### config.mk
export PLATFORM = sky130hd
export DESIGN_NAME = rs232_rxd
export DESIGN_NICKNAME = d
export VERILOG_FILES = /design/src/rtl/rs232_pkg.sv /design/src/rtl/rs232_sync.sv /design/src/rtl/rs232_rxd.sv
export SDC_FILE = /design/constraint.sdc
export NUM_CORES = 1
export LEC_CHECK = 0
export CAP_MARGIN = 20
export CORE_UTILIZATION = 45
export DETAILED_ROUTE_END_ITERATION = 16
export PLACE_DENSITY = 0.77
export SKIP_CTS_REPAIR_TIMING = 1
export SYNTH_ARGS = -nofsm -noshare
export SYNTH_HDL_FRONTEND = slang
export SYNTH_HIERARCHICAL = 1
export SYNTH_SLANG_ARGS = --single-unit
### constraint.sdc
create_clock -name Clock16x -period 4.1 [get_ports Clock16x]
set_clock_uncertainty 0.1 [all_clocks]
set_input_delay 0.82 -clock Clock16x [delete_from_list [all_inputs] [get_ports Clock16x]]
set_output_delay 0.82 -clock Clock16x [all_outputs]
set_load 0.01 [all_outputs]
### src/rtl/rs232_pkg.sv
`default_nettype none
// ============================================================================
//  Module      : rs232_pkg
//  Description : Shared definitions for the 16x-oversampled RS232 transmitter
//                and receiver: state encoding, bit timing constants and the
//                2-of-3 majority helper.
//  Revision    : 1.0 - initial release
// ============================================================================
package rs232_pkg;

    // Receiver / transmitter frame states
    typedef enum logic [2:0] {
        IDLE  = 3'd0,
        START = 3'd1,
        DATA  = 3'd2,
        STOP  = 3'd3,
        BREAK = 3'd4
    } rs232_state_e;

    // Clock16x cycles per serial bit
    localparam int TICKS_PER_BIT = 16;

    // Tick at which a single-sample receiver looks at the line
    localparam logic [3:0] SAMPLE_TICK = 4'd7;

    // Tick at which the sampled bit value is acted upon
    localparam logic [3:0] COMMIT_TICK = 4'd8;

    // Final tick of a bit period; the counter wraps to 0 after it
    localparam logic [3:0] LAST_TICK = 4'(TICKS_PER_BIT - 1);

    // 2-of-3 majority vote
    function automatic logic majority3(input logic a, input logic b, input logic c);
        return (a & b) | (a & c) | (b & c);
    endfunction

endpackage
`default_nettype wire

### src/rtl/rs232_sync.sv
`default_nettype none
// ============================================================================
//  Module      : rs232_sync
//  Description : Multi-stage metastability synchronizer for an asynchronous
//                serial line. Resets to 1 so the line reads as idle.
//                SYNC_STAGES must be at least 2.
//  Revision    : 1.0 - initial release
// ============================================================================
module rs232_sync #(
    parameter int SYNC_STAGES = 2
) (
    input  logic Clock16x,
    input  logic Reset,
    input  logic Din,
    output logic Dout
);

    logic [SYNC_STAGES-1:0] r_stages;

    // Shift the asynchronous input through the flop chain; idle-high reset
    always_ff @(posedge Clock16x) begin
        if (Reset) begin
            r_stages <= '1;
        end else begin
            r_stages <= {r_stages[SYNC_STAGES-2:0], Din};
        end
    end

    assign Dout = r_stages[SYNC_STAGES-1];

endmodule
`default_nettype wire

### src/rtl/rs232_rxd.sv
`default_nettype none
// ============================================================================
//  Module      : rs232_rxd
//  Description : RS232 8N1 asynchronous receiver, 16x oversampled on
//                Clock16x. Validates start and stop bits, delivers each good
//                byte on DataOut with a one-cycle DataValid strobe and flags
//                a low stop bit with a one-cycle FramingError strobe.
//                Optional build macro RS232_RXD_MAJORITY_EN: each bit is the
//                2-of-3 majority of ticks 6, 7, 8 instead of a single sample
//                at tick 7. Commit tick and latency are identical.
//  Revision    : 1.0 - initial release
// ============================================================================
module rs232_rxd
    import rs232_pkg::*;
#(
    parameter int DATA_BITS   = 8,
    parameter int SYNC_STAGES = 2
) (
    input  logic                 Clock16x,
    input  logic                 Reset,
    input  logic                 Rxd,
    output logic [DATA_BITS-1:0] DataOut,
    output logic                 DataValid,
    output logic                 FramingError,
    output logic                 Busy
);

    localparam int BIT_CNT_W = (DATA_BITS > 1) ? $clog2(DATA_BITS) : 1;
    localparam logic [BIT_CNT_W-1:0] LAST_BIT = BIT_CNT_W'(DATA_BITS - 1);

    rs232_state_e           r_state;
    logic [3:0]             r_tick;
    logic [BIT_CNT_W-1:0]   r_bitCnt;
    logic [DATA_BITS-1:0]   r_shift;
    logic [DATA_BITS-1:0]   w_shiftNext;
    logic                   w_rxS;
    logic                   w_bitValue;

    rs232_sync #(
        .SYNC_STAGES (SYNC_STAGES)
    ) u_sync (
        .Clock16x (Clock16x),
        .Reset    (Reset),
        .Din      (Rxd),
        .Dout     (w_rxS)
    );

`ifdef RS232_RXD_MAJORITY_EN
    localparam logic [3:0] EARLY_TICK = SAMPLE_TICK - 4'd1;

    logic r_s6;
    logic r_s7;

    // Capture the line at ticks 6 and 7; tick 8 is taken live at commit
    always_ff @(posedge Clock16x) begin
        if (Reset) begin
            r_s6 <= 1'b1;
            r_s7 <= 1'b1;
        end else begin
            if (r_tick == EARLY_TICK) begin
                r_s6 <= w_rxS;
            end
            if (r_tick == SAMPLE_TICK) begin
                r_s7 <= w_rxS;
            end
        end
    end

    assign w_bitValue = majority3(r_s6, r_s7, w_rxS);
`else
    logic r_s7;

    // Capture the line at tick 7; used one cycle later at commit
    always_ff @(posedge Clock16x) begin
        if (Reset) begin
            r_s7 <= 1'b1;
        end else if (r_tick == SAMPLE_TICK) begin
            r_s7 <= w_rxS;
        end
    end

    assign w_bitValue = r_s7;
`endif

    // Next shift register value: LSB-first, new bit enters at the MSB
    always_comb begin
        w_shiftNext                = r_shift >> 1;
        w_shiftNext[DATA_BITS-1]   = w_bitValue;
    end

    // Frame state machine with registered strobes and data output
    always_ff @(posedge Clock16x) begin
        if (Reset) begin
            r_state      <= IDLE;
            r_tick       <= 4'd0;
            r_bitCnt     <= '0;
            r_shift      <= '0;
            DataOut      <= '0;
            DataValid    <= 1'b0;
            FramingError <= 1'b0;
        end else begin
            DataValid    <= 1'b0;
            FramingError <= 1'b0;
            case (r_state)
                IDLE: begin
                    r_bitCnt <= '0;
                    // The cycle that first sees the line low is start tick 0
                    if (!w_rxS) begin
                        r_state <= START;
                        r_tick  <= 4'd1;
                    end else begin
                        r_tick  <= 4'd0;
                    end
                end

                START: begin
                    r_tick <= r_tick + 4'd1;
                    if ((r_tick == COMMIT_TICK) && w_bitValue) begin
                        // False start: line was high at mid-bit
                        r_state <= IDLE;
                        r_tick  <= 4'd0;
                    end else if (r_tick == LAST_TICK) begin
                        r_state  <= DATA;
                        r_bitCnt <= '0;
                    end
                end

                DATA: begin
                    r_tick <= r_tick + 4'd1;
                    if (r_tick == COMMIT_TICK) begin
                        r_shift <= w_shiftNext;
                    end
                    if (r_tick == LAST_TICK) begin
                        if (r_bitCnt == LAST_BIT) begin
                            r_state  <= STOP;
                            r_bitCnt <= '0;
                        end else begin
                            r_bitCnt <= r_bitCnt + 1'b1;
                        end
                    end
                end

                STOP: begin
                    r_tick <= r_tick + 4'd1;
                    if (r_tick == COMMIT_TICK) begin
                        r_tick <= 4'd0;
                        if (w_bitValue) begin
                            // Good frame; leaving early allows back-to-back frames
                            DataOut   <= r_shift;
                            DataValid <= 1'b1;
                            r_state   <= IDLE;
                        end else begin
                            FramingError <= 1'b1;
                            r_state      <= BREAK;
                        end
                    end
                end

                BREAK: begin
                    // Hold off until the line returns to idle so a held-low
                    // line produces only one error
                    r_tick <= 4'd0;
                    if (w_rxS) begin
                        r_state <= IDLE;
                    end
                end

                default: begin
                    r_state <= IDLE;
                    r_tick  <= 4'd0;
                end
            endcase
        end
    end

    assign Busy = (r_state != IDLE);

endmodule
`default_nettype wire

==> results.ini <==
[critical_path]
reg2reg_slack_ns = 2.26
critPathLaunchType = flop
critical-path-max-stage-delay_ns = 0.48
cp_cell_sequence = or3_1 -> clkdlybuf4s50_1
rr_startpoint = r_tick[0]
critPathTopFamily = buffers and inverters
reg2reg_depth = 6
reg2reg_to = DataOut[5]
slowest_stage = clkdlybuf4s50_1
crit_arrival_ns = 1.63
cp_max_fo = 12
path_buf_inv = 1
critical_path_class = reg2out
critPathRequiredTime_ns = 3.18
cp-end-kind = output port

[floorplanning]
coreArea_um2 = 2760
dieWidth_um = 56.0
io_pins = 14
num_rows = 19
fp.dieH_um = 56.0
start_util_pct = 47.6
dieArea_um2 = 3140

[layout]
diodes = 0
area_growth_pct = 16.4
nets = 156
drive_gt1_share_pct = 8.67

[clock_tree]
cts_buffers = 5
htree_levels = 2
cts_tree = built
cts.sinks = 31
clockBufferDepth = 2
worst_skew_pair.late_latency_ns = 0.33
cts-root-buf = clkbuf_4
clkSlewWorstSetupHoldPaths_ns = 0.10

[logic_synthesis]
synth_area_per_cell_um2 = 9.65
synth-simple-area-share_pct = 21.0
synth.cell_area_um2 = 1310
synth_xor_area_share_pct = 2.00
synth_top_area_share_pct = 47.3
synth_mux_area_share_pct = 13.1
ys_ff_latch = 31
synth_edf_count = 0
ys.flop_type = dfxtp_1
ys_warn_count = 6
yosysSeqAreaShare_pct = 47.3
synth_area_leader_cell = dfxtp_1
syn-num-nets = 143
postSynth.asyncResetShare_pct = 0
synth_top_family_by_area = simple AND/OR/NAND/NOR gates
synth_compound_area_share_pct = 7.63
synthTopCellsByArea = dfxtp_1, mux2i_1, nor2_1
syn_inst = 136
post-synth-top-count-cell = dfxtp_1
synth_cell_types = 32
synthTopCellsByCount = dfxtp_1, nor2_1, mux2i_1
synthAdderAreaFrac_pct = 4.58

[timing]
hold_viol_final = 0
rsz0062_at_grt = false
worst_pin_slew_ns = 0.517
fin_hold_ws_ns = 0.315
relSlewSlack_pct = 65.2
fin_setup_tns_ns = 0
setup_viol = 0
fin_crit_ns = 2.55
drv_slew = 0
max_freq_mhz = 392
period_share_pct = 62.2

[hold_path]
holdPathStages = 1
hold_path.class = reg2reg
hp-start = u_sync/r_stages[0]
min_to = u_sync/r_stages[1]

[run]
cap_violations = 0

[global_route]
grt_pass1_wl_um = 4150
grt_overflow_total = 0
grt_max_degree = 29
grt_util_all_layers_pct = 17.1
antenna_found_initial = 0
grt_pass1_vias = 952

[routing]
num_vias = 966
antenna_left = 0
wirelength_um = 2300
wire_per_inst_um = 12.7
drc_errors = 0
dr.pass1.iters = 4
drtIter0Drc = 27
via_per_inst = 5.34

[place]
gp_congestion = 0.723
detailed_place_hpwl_um = 1650
io_buffers = 13

[power]
p_clk_share_pct = 37.7
swShare_pct = 24.1
seq_power_share_pct = 50.0
p_leak_nw = 0.548
peakVddDrop_v = 0.000377
power.density_nw_per_um2 = 426
cellInternalPower_w = 0.000494
switchingPower_w = 0.000157
pwr-share-comb_pct = 12.3

[run_status]
outcome = finished, final reports clean

worst max path at each step:
stage | from | to | slack [ns] | cells past startpoint
floorplan | Reset | DataOut[0] | 2.28 | 4
global placement | Reset | r_bitCnt[1] | 1.93 | 5
detailed placement | Reset | r_bitCnt[0] | 1.89 | 5
CTS | r_state[1] | Busy | 1.54 | 2
global route | r_state[0] | Busy | 1.50 | 2
finish | r_state[1] | Busy | 1.55 | 2
power by group through the flow:
stage	Sequential, W	Combinational (W)	Clock, W
after floorplan	0.000321	0.0000735	0
after detailed placement	0.000333	0.0000794	0
after CTS	0.000325	0.0000809	0.000252
after global routing	0.000329	0.0000904	0.000266
final	0.000326	0.0000802	0.000245
after global placement	0.000332	0.0000776	0
worst register-to-register path, delay by kind of cell (launching register included):
kind,cells,cell delay (ns)
DFF,1,0.35
buffers and inverters,1,0.06
adders and majority gates,1,0.17
muxes,1,0.26
and+or+nand+nor,3,0.79
per-stage QoR:
stage	std cells	total power, W	utilization, %	instance area [um^2]	worst slack [ns]
after floorplan	136	0.000394	-	1310	2.28
after global placement	173	0.000409	52.3	1440	1.93
after detailed placement	173	0.000412	52.3	1440	1.89
after CTS	181	0.000658	55.4	1530	1.54
after global routing	181	0.000685	55.4	1530	1.50
final	181	0.000651	55.4	1530	1.55
per-layer routing:
layer	vias to the layer above	wire length, um	track usage (%)
li1	489	-	-
met3	4	112	6.28
met2	22	1170	30.1
met5	-	0	0
met4	0	27	6.27
met1	451	989	18.8
flip-flops by register name, indices dropped and copies added, names as in the netlist:
name,cells
r_tick,4
FramingError,1
DataValid,1
u_sync/r_stages,2
r_shift,8
r_s7,1
DataOut,8
r_bitCnt,3
r_state,3
cell usage in the layout (no fill, tap or decap), types with 4 or more instances in the layout:
| master | instances |
|---|---|
| clkbuf_4 | 5 |
| mux2i_1 | 16 |
| nand2_1 | 6 |
| nand2b_1 | 5 |
| ha_1 | 4 |
| nor2b_1 | 4 |
| clkdlybuf4s50_1 | 13 |
| nor2_1 | 28 |
| dfxtp_1 | 31 |
final cells by class:
cell class	instances	area [um^2]
clock buffers	6	51.3
clock inverters	2	35.0
fillers	249	1230
inverters	3	11.3
multi-input cells	94	633
flip-flops and latches	31	621
well taps	31	38.8
repair buffers	14	138
logic make-up (layout without fill, tap and decap cells):
family,Yosys count,after routing
multiplexers,17,17
buffers and inverters,11,25
flip-flops,31,31
adder cells (fa/ha/maj),5,5
XOR/XNOR,3,3
AND/OR/NAND/NOR,57,57
AO/OA/AOI/OAI,12,12
Power figures use the tool's default switching activity.
==> patch 1: new RTL, config.mk and constraints unchanged <==
Register the output `DataValid` once more, with the module's reset; this adds one clock of latency there. The other outputs are not delayed to match. Comments in the files are not updated.
--- a/src/rtl/rs232_rxd.sv
+++ b/src/rtl/rs232_rxd.sv
@@ -29,2 +29,4 @@
     localparam logic [BIT_CNT_W-1:0] LAST_BIT = BIT_CNT_W'(DATA_BITS - 1);
+
+    logic DataValid_s0;
 
@@ -98,6 +100,6 @@
             DataOut      <= '0;
-            DataValid    <= 1'b0;
+            DataValid_s0 <= 1'b0;
             FramingError <= 1'b0;
         end else begin
-            DataValid    <= 1'b0;
+            DataValid_s0 <= 1'b0;
             FramingError <= 1'b0;
@@ -149,3 +151,3 @@
                             DataOut   <= r_shift;
-                            DataValid <= 1'b1;
+                            DataValid_s0 <= 1'b1;
                             r_state   <= IDLE;
@@ -177,2 +179,10 @@
 
+    always_ff @(posedge Clock16x) begin
+        if (Reset) begin
+            DataValid <= '0;
+        end else begin
+            DataValid <= DataValid_s0;
+        end
+    end
+
 endmodule
Formal check against the unedited RTL: no difference found for any inputs over 10 cycles, from zero or initial values and one cycle with Reset high; that may be too few to reach the edited logic, so the function may still have changed.
==> patch 1 against the original RTL <==
- first-iteration DRC count is 52% lower
- routed wire length is 3.3% lower
- global-route usage is 0.32 points lower
- setup slack worse by 0.017 ns
- hold slack worse by 0.0032 ns
- synthesized area is 3.0% lower
- cell area is 2.9% lower
- largest cell class is now sequential cells
- sequential cell count is 1 higher
- via count is 5.4% higher
Power is not compared: it rests on default switching activity, and its combinational part moved more than twofold at a synthesized area within 25%.
==> patch 1: results (changes against the original RTL) <==
[routing]
wl_met2_mm = 1.136  ; -3.2%
vias_per_cell = 5.563  ; +4.2%
dr_wl_met3_um = 103  ; -8.0%
routed.top_layer = met4
dr.pass1.iters = 4  ; unchanged
avgRoutedWirePerCell_um = 12.17  ; -4.3%
wl_met1_um = 939  ; -5.1%
drt_first_iter_violations = 13  ; -52%

[placed_design]
dp_hpwl_mm = 1.550  ; -6.3%
port_buffers = 13  ; unchanged
routabilityCongestion = 0.8140  ; +13%
dpl-instance-area_um2 = 1419  ; -1.6%

[grt]
grt_use_total = 0.1683  ; -0.003154
grt_first_pass_wirelength_mm = 4.077  ; -1.8%
grt_pass1_vias = 977  ; +2.6%
grt_max_degree = 26  ; -10%
antenna_found_initial = 0  ; unchanged

[clock_network]
cts_made_buffers = 5  ; unchanged
clk_latency_ns = 0.33  ; about the same
h-tree-depth = 2  ; unchanged
clk_path_buf_depth = 2  ; unchanged
path_clk_slew_ns = 0.09
clockRootBuffer = clkbuf_4

[yosys]
yosysWarnings = 6  ; unchanged
ys_types = 31  ; -3.1%
ys_seq_area_frac = 0.5029  ; +0.03012
yosys-top-cells-count = dfxtp_1 (32), nand2_1 (20), nor2_1 (16)
async_flop_share = 0  ; unchanged
synth_fp_nets = 146  ; +2.1%
synthTopCellsByArea = dfxtp_1 (50%), mux2i_1 (6.3%), nand2_1 (5.9%)

[layout]
fillerInstances = 233  ; -6.4%
n_antenna_cell = 0  ; unchanged
area_delta_synth_final_pct = 16.50  ; about the same
fin_nets = 160  ; +2.6%
top_regs = DataOut (8), r_shift (8), r_tick (4)
drive_above_1_share = 0.06536  ; -0.02131

[pwr]
ir_drop_mv = 0.3044
p_sw_w = 0.0001108
power.leakage_nw = 0.5356

[setup_path]
cp-endpoint = Busy
ff2ff_path_depth = 4  ; -2
critPathArrivalTime_ns = 1.65  ; +0.02 ns
r2r_end = r_shift[3]
critPathLaunch = r_state[0]
reg2reg_slack_ns = 2.37  ; +0.11 ns
r2r-start = r_state[1]
critPathMaxFanout = 13  ; +1
crit_type = flop to output pin

[worst_hold_path]
min_path_type = flop to flop

[run_status]
status = finished clean

[timing]
slew_headroom = 0.4526  ; -0.1995

[patch 1: power groups by stage]
stage | registers, W | logic [W] | clock network [W]
final | 0.000315 | 0.0000158 | 0.000196
after global routing | 0.000316 | 0.0000180 | 0.000214
after CTS | 0.000315 | 0.0000159 | 0.000202
after floorplan | 0.000321 | 0.0000118 | 0
after detailed placement | 0.000323 | 0.0000158 | 0
after global placement | 0.000322 | 0.0000153 | 0
[patch 1: per-layer routing]
metal	vias up	track usage
met3	8	0.04918
met4	0	0.07500
met2	24	0.2840
li1	504	-
met5	-	0
met1	482	0.1967
[patch 1: worst max-delay path, stage by stage, from the launching register on]
cell	delay (ns)
dfxtp_1	0.44
or3_1	0.40
clkdlybuf4s50_1	0.49
[patch 1: through the flow]
step / power (W) / cells / setup slack, ns
3_5_place_dp: 0.0003384 / 176 / 1.411
5_1_grt: 0.0005481 / 183 / 1.453
3_3_place_gp: 0.0003378 / 176 / 1.460
6_report: 0.0005271 / 183 / 1.534
4_1_cts: 0.0005331 / 183 / 1.532
2_1_floorplan: 0.0003328 / 139 / 2.295
[patch 1: area by class of cell]
cell class / count / area share
Sequential cell: 32 / 0.4317
Multi-Input combinational cell: 96 / 0.3988
Timing Repair Buffer: 13 / 0.08769
Clock buffer: 7 / 0.04384
Tap cell: 30 / 0.02530
Inverter: 5 / 0.01265
[patch 1: worst min-delay path by stage]
stage	start	endpoint	slack (ns)	depth (start not counted)
2_1_floorplan	u_sync/r_stages[0]	u_sync/r_stages[1]	0.28	1
3_3_place_gp	u_sync/r_stages[0]	u_sync/r_stages[1]	0.29	1
3_5_place_dp	u_sync/r_stages[0]	u_sync/r_stages[1]	0.29	1
6_report	u_sync/r_stages[0]	u_sync/r_stages[1]	0.31	1
5_1_grt	u_sync/r_stages[0]	u_sync/r_stages[1]	0.32	1
4_1_cts	u_sync/r_stages[0]	u_sync/r_stages[1]	0.32	1
[patch 1: kinds of logic (layout without fill, tap and decap cells)]
family | count (synthesis) | count (layout) | synth area share
simple gates | 57 | 57 | 0.2299
flops | 32 | 32 | 0.5029
compound gates | 25 | 25 | 0.1189
buf+inv | 11 | 25 | 0.03242
mux | 8 | 8 | 0.06287
fa+ha+maj | 4 | 4 | 0.03929
xor+xnor | 2 | 2 | 0.01375
==> patch 2: new RTL, same flow settings <==
Made on the original files. `DATA_BITS`: 8 -> 16.
--- a/src/rtl/rs232_rxd.sv
+++ b/src/rtl/rs232_rxd.sv
@@ -15,3 +15,3 @@
 #(
-    parameter int DATA_BITS   = 8,
+    parameter int DATA_BITS   = 16,
     parameter int SYNC_STAGES = 2
Ports: changed (resized DataOut); port bits go from 14 to 22. The function was not compared with the original's and may differ.
==> patch 2 against the original RTL <==
- first-iteration DRC count grew to 4.4 times the old value
- sequential power grew 44%
- critical path depth is the same
- setup slack gained 0.0087 ns
- maximum frequency grew 0.34%
- sequential cell count grew 17
- routed wire length grew 39%
- cell area grew 47%
- global-route usage shrank 1.0 points
- non-clock buffer count grew 9
- power grew 28%
- synthesized area grew 46%
- critical path type unchanged
- largest cell class is now sequential cells
==> patch 2: results (changes against the original RTL) <==
[run_status]
status = finished clean

[setup_path]
worst_path_dominant_cell_family = buffers and inverters
r2r-start = r_state[1]
ff2ff_path_depth = 4  ; -2
critPathMaxFanout = 13  ; +1
r2r_end = r_shift[11]
reg2reg_slack_ns = 2.11  ; -0.15 ns
critPathLaunch = r_state[0]

[yosys]
synthTopCellsByArea = dfxtp_1 (50%), mux2i_1 (8.4%), nand2_1 (7.1%)
ys_types = 41  ; +28%
yosys-top-cells-count = dfxtp_1 (48), nand2_1 (36), nor2_1 (26)
ys_seq_area_frac = 0.5023  ; +0.02946

[placed_design]
port_buffers = 21  ; +8
routabilityCongestion = 0.8691  ; +20%
dp_hpwl_mm = 2.037  ; +23%
dp_worst_setup_slack_ns = 1.716  ; -0.1709 ns
dpl-instance-area_um2 = 2130  ; +48%

[grt]
grt_max_degree = 45  ; +55%
grt_use_total = 0.1615  ; -0.01002
grt_pass1_vias = 1209  ; +27%
grt_first_pass_wirelength_mm = 5.444  ; +31%

[pwr]
power.leakage_nw = 0.8947  ; +63%

[routing]
drt_wl_total_mm = 3.205  ; +39%
drt_first_iter_violations = 118  ; +340%
via_count = 1436  ; +49%

[clock_network]
clk_latency_ns = 0.30  ; -0.03 ns
clk_path_buf_depth = 2  ; unchanged
clockRootBuffer = clkbuf_8

[layout]
fin_nets = 235  ; +51%
drive_above_1_share = 0.06522  ; -0.02145
fillerInstances = 363  ; +46%
top_regs = DataOut (16), r_shift (16)

[timing]
min_period_over_period = 0.6196  ; -0.002122
worstMarginPinSlew_ns = 0.6316  ; +0.1145 ns

[patch 2: cell types whose count changed in the layout (fill, tap and decap cells not counted), sizes merged, moves of 4 or more]
cell	before	now
clkdlybuf4s50	13	21
nand2	6	36
dfxtp	31	48
nand2b	5	1
a21oi	0	22
[patch 2: through the flow]
| stage | power (W) | hold WS (ns) | std cells | utilization |
|---|---|---|---|---|
| 3_5_place_dp | 0.0005010 | 0.2871 | 272 | 0.5286 |
| 4_1_cts | 0.0008465 | 0.3086 | 280 | 0.5571 |
| 2_1_floorplan | 0.0004949 | 0.2832 | 214 | - |
| 3_3_place_gp | 0.0005008 | 0.2854 | 272 | 0.5286 |
| 5_1_grt | 0.0008675 | 0.3339 | 280 | 0.5571 |
| 6_report | 0.0008360 | 0.3074 | 280 | 0.5571 |
[patch 2: report_power, final]
| part | leakage, nW | total (W) | switching [W] | internal [W] |
|---|---|---|---|---|
| clock network | 0.0548 | 0.000346 | 0.000162 | 0.000184 |
| logic | 0.453 | 0.0000194 | 0.0000115 | 0.00000783 |
| registers | 0.387 | 0.000470 | 0.00000262 | 0.000468 |
[patch 2: how the worst min path moves through the flow]
stage | start | to | slack [ns] | depth (start not counted)
floorplan | u_sync/r_stages[0] | u_sync/r_stages[1] | 0.28 | 1
global placement | u_sync/r_stages[0] | u_sync/r_stages[1] | 0.29 | 1
detailed placement | u_sync/r_stages[0] | u_sync/r_stages[1] | 0.29 | 1
CTS | u_sync/r_stages[0] | u_sync/r_stages[1] | 0.31 | 1
global route | u_sync/r_stages[0] | u_sync/r_stages[1] | 0.33 | 1
finish | u_sync/r_stages[0] | u_sync/r_stages[1] | 0.31 | 1
[patch 2: final cells by class]
cell class / count / share of cell area
Timing Repair Buffer: 23 / 0.1003
Clock inverter: 3 / 0.02062
Inverter: 4 / 0.006689
Tap cell: 50 / 0.02787
Multi-Input combinational cell: 147 / 0.3857
Clock buffer: 5 / 0.03066
Sequential cell: 48 / 0.4281
[patch 2: routing by layer]
layer  share of wire  vias to the layer above  GRT usage
met5               0                        -          0
met4           0.013                        0    0.04787
met3           0.044                        5    0.04561
met2            0.44                       32     0.2563
met1            0.50                      646     0.2116
li1                -                      753          -
[patch 2: logic make-up (layout without fill, tap and decap cells)]
logic type / count (synthesis) / count (layout) / synth area share
AND/OR/NAND/NOR: 84 / 84 / 0.2027
flip-flops: 48 / 48 / 0.5023
AO/OA/AOI/OAI: 40 / 40 / 0.1269
buffers and inverters: 19 / 35 / 0.04512
multiplexers: 16 / 16 / 0.08371
adder cells (fa/ha/maj): 4 / 4 / 0.02551
XOR/XNOR: 3 / 3 / 0.01374
